**src/rtl/csr_trap_sequencer.sv**
```systemverilog
// csr_trap_sequencer: sequences M-mode trap entry and MRET over the shared CSR set/clear bus
// Ports:
//   clk_i, rst_i (async, active-low)
//   trap_req_i/trap_cause_i/trap_pc_i   trap request with mcause/mepc values
//   mret_req_i                          MRET request
//   core_req_i/core_addr_i/core_set_i/core_clear_i/core_gnt_o   core CSR access
//   mstatus_i                           current mstatus (bit3 MIE, bit7 MPIE)
//   csr_en_o/csr_addr_o/csr_set_o/csr_clear_o/csr_ack_i         CSR bus
//   busy_o, trap_done_o, mret_done_o, err_o                     status
module csr_trap_sequencer #(
    parameter logic [11:0] MSTATUS_ADDR = 12'h300,
    parameter logic [11:0] MEPC_ADDR    = 12'h341,
    parameter logic [11:0] MCAUSE_ADDR  = 12'h342,
    parameter int          ACK_TIMEOUT  = 15
) (
    input  logic        clk_i,
    input  logic        rst_i,
    input  logic        trap_req_i,
    input  logic [31:0] trap_cause_i,
    input  logic [31:0] trap_pc_i,
    input  logic        mret_req_i,
    input  logic        core_req_i,
    input  logic [11:0] core_addr_i,
    input  logic [31:0] core_set_i,
    input  logic [31:0] core_clear_i,
    output logic        core_gnt_o,
    input  logic [31:0] mstatus_i,
    output logic        csr_en_o,
    output logic [11:0] csr_addr_o,
    output logic [31:0] csr_set_o,
    output logic [31:0] csr_clear_o,
    input  logic        csr_ack_i,
    output logic        busy_o,
    output logic        trap_done_o,
    output logic        mret_done_o,
    output logic        err_o
);
    localparam int CW = ACK_TIMEOUT > 1 ? $clog2(ACK_TIMEOUT) : 1;
    localparam logic [CW-1:0] LAST = CW'(ACK_TIMEOUT - 1);

    typedef enum logic [2:0] {IDLE, T_MSTATUS, T_MEPC, T_MCAUSE, R_MSTATUS} state_t;

    state_t        state;
    logic [CW-1:0] cnt;
    logic [31:0]   cause;
    logic [31:0]   pc;
    logic          idle;
    logic          core_pass;
    logic          expire;
    logic          mie;
    logic          mpie;

    assign idle = state == IDLE;
    assign mie  = mstatus_i[3];
    assign mpie = mstatus_i[7];
    // core traffic only passes while the sequencer has nothing to do; gated by
    // reset so every output is quiet while rst_i is low
    assign core_pass = rst_i && idle && core_req_i && !trap_req_i && !mret_req_i;
    assign expire    = !idle && !csr_ack_i && cnt == LAST;

    always_comb begin
        csr_en_o    = !idle || core_pass;
        csr_addr_o  = (state == T_MSTATUS || state == R_MSTATUS) ? MSTATUS_ADDR :
                      state == T_MEPC   ? MEPC_ADDR :
                      state == T_MCAUSE ? MCAUSE_ADDR :
                      core_pass ? core_addr_i : '0;
        // trap: MPIE<=MIE, MIE<=0; mret: MIE<=MPIE, MPIE<=1; masks kept disjoint
        csr_set_o   = state == T_MSTATUS ? {24'b0, mie, 7'b0} :
                      state == R_MSTATUS ? {24'b0, 1'b1, 3'b0, mpie, 3'b0} :
                      state == T_MEPC   ? pc :
                      state == T_MCAUSE ? cause :
                      core_pass ? core_set_i : '0;
        csr_clear_o = state == T_MSTATUS ? {24'b0, !mie, 3'b0, 1'b1, 3'b0} :
                      state == R_MSTATUS ? {28'b0, !mpie, 3'b0} :
                      state == T_MEPC   ? ~pc :
                      state == T_MCAUSE ? ~cause :
                      core_pass ? core_clear_i : '0;
        core_gnt_o  = core_pass && csr_ack_i;
        busy_o      = !idle;
        trap_done_o = state == T_MCAUSE && csr_ack_i;
        mret_done_o = state == R_MSTATUS && csr_ack_i;
        err_o       = expire;
    end

    always_ff @(posedge clk_i or negedge rst_i) begin
        if (!rst_i) begin
            state <= IDLE;
            cnt   <= '0;
            cause <= '0;
            pc    <= '0;
        end else if (idle) begin
            cnt <= '0;
            if (trap_req_i) begin
                cause <= trap_cause_i;
                pc    <= trap_pc_i;
                state <= T_MSTATUS;
            end else if (mret_req_i) begin
                state <= R_MSTATUS;
            end
        end else if (csr_ack_i) begin
            cnt   <= '0;
            state <= state == T_MSTATUS ? T_MEPC : state == T_MEPC ? T_MCAUSE : IDLE;
        end else if (expire) begin
            cnt   <= '0;
            state <= IDLE;
        end else begin
            cnt <= cnt + 1'b1;
        end
    end
endmodule

```
**config.mk**
```make
export PLATFORM = sky130hd
export DESIGN_NAME = csr_trap_sequencer
export DESIGN_NICKNAME = d
export VERILOG_FILES = /design/src/rtl/csr_trap_sequencer.sv
export SDC_FILE = /design/constraint.sdc
export NUM_CORES = 1
export LEC_CHECK = 0
export CORE_UTILIZATION = 39
export DETAILED_ROUTE_END_ITERATION = 6
export DONT_BUFFER_PORTS = 1
export SETUP_SLACK_MARGIN = 0.5
export SLEW_MARGIN = 10
export SYNTH_ARGS = -nofsm -noshare
export SYNTH_HDL_FRONTEND = slang
export SYNTH_SLANG_ARGS = --single-unit
```
**constraint.sdc**
```tcl
create_clock -name clk_i -period 3.36 [get_ports clk_i]
set_clock_uncertainty 0.15 [all_clocks]
set_input_delay 0.672 -clock clk_i [delete_from_list [all_inputs] [get_ports clk_i]]
set_output_delay 0.672 -clock clk_i [all_outputs]
set_load 0.01 [all_outputs]
```
* After elaboration in Yosys (flattened, before gate mapping)
Index checks and enable logic that the tools add are counted.
** Word-level totals
- Bits in registers :: 71
- Latch bits :: 0
- Bits in writable memories :: 0
- Memory bits (read-only) :: 0
- Input port bits :: 178
- Output and inout bits :: 82
- Logic and storage cells :: 58
- Memories :: 0
** Operators by class
- Add/subtract/negate cells :: 1
- Multipliers :: 0
- Divide/modulo/power cells :: 0
- Magnitude comparators :: 0
- Equality and inequality tests :: 6
- Shift operators :: 0
- Muxes and demuxes :: 24
- Bitwise operators :: 2
- Reduce and logical (&&, ||, !) cells :: 21
** Operators with widths (count)
- 32-bit 2-to-1 mux :: 10
- 32-bit NOT :: 2
- 12-bit 2-to-1 mux :: 4
- 3-bit 2-to-1 mux :: 5
- 4-bit 2-to-1 mux :: 3
- 1-bit logical AND :: 9
- 3-bit by 2-bit == test with 1-bit output (second input constant) :: 2
- 1-bit logical NOT :: 6
- 4-bit by 1-bit adder with 4-bit output (second input constant) :: 1
- 4-bit == test (second input constant) :: 1
- 2-bit 2-to-1 mux :: 2
- 2-bit AND reduction :: 2
- 3-bit by 1-bit == test with 1-bit output (second input constant) :: 1
- 3-bit == test (second input constant) :: 1
- 3-bit logical NOT :: 1
- 3-bit != test (second input constant) :: 1
- 3-bit nonzero test :: 1
- 1-bit logical OR :: 2

* Longest topological paths before layout
- Depth after elaboration :: 10
- Depth in mapped cells :: 6
- Gate-level depth less buffers :: 5

* Worst setup path after synthesis
No wires, ideal clock.
- Kind :: input to output
- Start point :: input mret_req_i
- End point :: output csr_clear_o[23]
- Data arrival time :: 1.689 ns
- Required time :: 2.538 ns
- Slack :: 0.849 ns
- Stages :: 5
- Buffers on the path :: 2
- Cell sequence :: and4bb_1 -> buf_2 -> buf_2 -> a31oi_1 -> nor3_1
** On the way
- Word-level cells in the longest chain between the ends :: 7
** RTL lines
- start, declared :: line 21 : input logic mret_req_i,
- 1-bit logical NOT :: line 58 : assign core_pass = rst_i && idle && core_req_i && !trap_req_i && !mret_req_i;
- 1-bit logical AND :: line 58
- 32-bit 2-to-1 mux :: line 77 : core_pass ? core_clear_i : '0;
- 32-bit 2-to-1 mux :: line 76 : state == T_MCAUSE ? ~cause :
- 32-bit 2-to-1 mux :: line 75 : state == T_MEPC ? ~pc :
- 32-bit 2-to-1 mux :: line 74 : state == R_MSTATUS ? {28'b0, !mpie, 3'b0} :
- 32-bit 2-to-1 mux :: line 73 : csr_clear_o = state == T_MSTATUS ? {24'b0, !mie, 3'b0, 1'b1, 3'b0} :
- end, declared :: line 31 : output logic [31:0] csr_clear_o,
No other way between the ends.

* Worst setup path in the final report
- Start point :: register state[2]
- End point :: output csr_clear_o[23]
** On the way
- Word-level cells in the longest chain between the ends :: 10
- Elaborated cells between the ends (all ways) :: 14
- Those cells by class :: eq/ne: 4; mux: 5; reduce/logical: 5
** RTL lines
- start, declared :: line 43 : state_t state;
- start signal, assigned :: line 102 : state <= state == T_MSTATUS ? T_MEPC : state == T_MEPC ? T_MCAUSE : IDLE;
- 3-bit logical NOT :: line 53 : assign idle = state == IDLE;
- 1-bit logical AND (4 in series) :: line 58
- 32-bit 2-to-1 mux :: line 77
- 32-bit 2-to-1 mux :: line 76
- 32-bit 2-to-1 mux :: line 75
- 32-bit 2-to-1 mux :: line 74
- 32-bit 2-to-1 mux (*) :: line 73
Mark *: on every way between the ends. The rest lies on a longest branch, timed or not.

==> out/qor.yml <==
worstPathCellList: "nand2b_1, buf_4, nor2_1, nor3_1, buf_4"
slew-limit-headroom_pct: 75.0
vias: 3273
slew_viol_final: 0
clkSlewWorstSetupHoldPaths_ns: 0.05
fmax_mhz: 359
coreArea_mm2: 0.0110
crit_family: "simple AND/OR/NAND/NOR gates"
p_leak_uw: 0.00248
synthToLayoutAreaGrowth_pct: 14.7
hpwl_mm: 8.46
synth_area_leaders: "dfrtp_1 (40%), mux2_4 (20%), mux2i_1 (7.4%)"
initialDrtViolationCount: 173
place_congestion: 0.829
slowest_stage: "dfrtp_4"
yosys.area.top_type: "dfrtp_1"
synthCells: 397
grt.total_usage_pct: 20.5
rrSetupSlack_ns: 1.15
die_area_mm2: 0.0119
routedWlPerCell_um: 21.7
async_flop_share_pct: 100
p_per_area_mw_per_mm2: 1070
syn_nets: 577
clock_latency_ns: 0.33
power_uw: 5450
p_int_uw: 3410
grt_pass1_wl_mm: 17.8
critPathMaxFanout: 23
route.detailed.drc: 0
period_share_pct: 82.8
antenna_left: 0
hold_viol: 0
drive_gt1_share_pct: 31.8
tightest_slew_ns: 0.372
p_sw_share_pct: 37.4
cp_num_buf_inv: 2
antenna_found_initial: 0
fp.dieW_um: 109
diodes: 0
startpoint_type: "register"
p_clk_share_pct: 17.9
yosys.area.top_type_share_pct: 39.9
yosys_register_bits: 71
yosysSeqAreaShare_pct: 39.9
min_path_type: "primary input to async pin"
cp_data_required_time_ns: 2.54
worst_path_largest_cell_delay_ns: 0.60
routed_wl_mm: 12.2
setup_violations: 0
worst_setup_path_end_kind: "primary output"
die_y_um: 109
power_frac_seq_pct: 30.1
firstDrtPassIters: 4
syn-cell-area_mm2: 0.00445
crit_type: "register to primary output"
start_util_pct: 40.6
fin_tns_setup_ns: 0
status: "finished clean"
htree_levels: 3
nNetsFinal: 597
grt_max_degree: 72
grt_pass1_vias: 3255
whs_ns: 0.0673
cts_tree: "built"
syn_area_per_cell_um2: 11.2
rows: 38
viasPerCell: 5.82
switching_power_uw: 2040
synth_cell_types: 40
reg2regPathDepth: 6
cts_sinks: 71
cp_common_cell: "buf_4"
ys.flop_type: "dfrtp_1"
r2r_end: "pc[11]"
fin_crit_ns: 2.78
cts_root_buf: "clkbuf_16"
finish.instance_area_mm2: 0.00511
grt_setup_unrepaired: "no"
overflow: 0
clockBufferDepth: 2
cp.arrival_ns: 1.96
ir_drop_mv: 0.392
utilization_pct: 46.5
ios: 260
portBuffers: 0
pwr-share-comb_pct: 52.1
place_area_mm2: 0.00473
maxCapViolCount: 0
r2r_start: "state[0]"
yosysWarnings: 0
cts-buffers-inserted: 9
synth-edff-count: 0
## timing repair
item,CTS,global route
setup endpoints to repair,23,9
hold endpoints to repair,71,0
gates resized for setup,2,2
hold buffers,1,0
setup buffers,0,2
## registers in the layout, summed over array words and instances, names as in the netlist
| signal | cells |
|---|---|
| cnt | 4 |
| pc | 32 |
| cause | 32 |
| state | 3 |
## stage by stage
stage / setup slack, ns / instances
3_3_place_gp: 0.593 / 543
5_1_grt: 0.504 / 562
3_5_place_dp: 0.588 / 543
2_1_floorplan: 0.849 / 397
4_1_cts: 0.488 / 560
6_report: 0.578 / 562
## placed cells by master (no fill, tap or decap), types with 2 or more instances in the layout
cell type	count
clkbuf_16	9
buf_4	40
dfrtp_4	3
mux2_4	60
buf_6	2
o21ai_0	3
nand2_1	7
and3_1	9
mux2_2	4
nor3b_1	3
a31oi_1	31
nand2b_1	4
a21oi_1	11
nor3_1	31
nand3_1	3
mux2i_1	33
o2bb2ai_1	2
ha_1	2
clkbuf_1	2
a21o_1	30
nor2_1	34
dfrtp_1	68
inv_1	4
buf_12	3
clkbuf_8	3
## synthesized netlist by cell type (2+ instances only)
cell type  instances
inv_1              4
nor3b_1            3
o21ai_0            3
nand2b_1           4
nor2_1            34
dfrtp_1           71
clkbuf_1          16
a21o_1            30
and3_1             9
a21oi_1           11
nor3_1            31
buf_12             6
buf_2             14
nand3_1            3
ha_1               2
mux2i_1           33
mux2_2             4
a31oi_1           31
mux2_4            60
nand2_1            7
o2bb2ai_1          2
## worst max path at each step
| stage | endpoint | startpoint | cells past startpoint | slack, ns |
|---|---|---|---|---|
| after floorplan | csr_clear_o[23] | mret_req_i | 5 | 0.85 |
| after global placement | csr_clear_o[30] | mret_req_i | 5 | 0.59 |
| after detailed placement | csr_clear_o[30] | mret_req_i | 5 | 0.59 |
| after CTS | csr_clear_o[30] | state[0] | 5 | 0.49 |
| after global routing | csr_set_o[31] | state[1] | 4 | 0.50 |
| final | csr_clear_o[23] | state[2] | 5 | 0.58 |
## cells by family after synthesis
kind of cell             count (synthesis)  synth area share, %
adder cells (fa/ha/maj)                  2                0.562
buffers and inverters                   42                 6.29
AND/OR/NAND/NOR                        101                 11.8
XOR/XNOR                                 2                0.393
multiplexers                            97                 28.7
flip-flops                              71                 39.9
AO/OA/AOI/OAI                           82                 12.4
## cell type report
cell class,count,area (um2)
clock inverter,2,37.5
tap,140,175
inverter,5,18.8
multi-input combinational,284,2400
clock buffer,14,274
timing repair buffer,46,410
fill,1015,5880
sequential,71,1790
## power by group through the flow
stage / logic [uW] / registers, uW / clock network [uW]
2_1_floorplan: 2300 / 1460 / 0
4_1_cts: 2780 / 1670 / 1000
5_1_grt: 3080 / 1700 / 1050
3_3_place_gp: 2700 / 1660 / 0
3_5_place_dp: 2740 / 1670 / 0
6_report: 2840 / 1640 / 975
## layer usage
layer / routed length (um) / track usage, % / up-vias
met1: 5250 / 24.9 / 1624
met5: 0 / 0 / -
li1: - / - / 1478
met2: 5920 / 34.5 / 158
met4: 215 / 8.30 / 0
met3: 841 / 5.08 / 13
(Power assumes the default switching activity.)
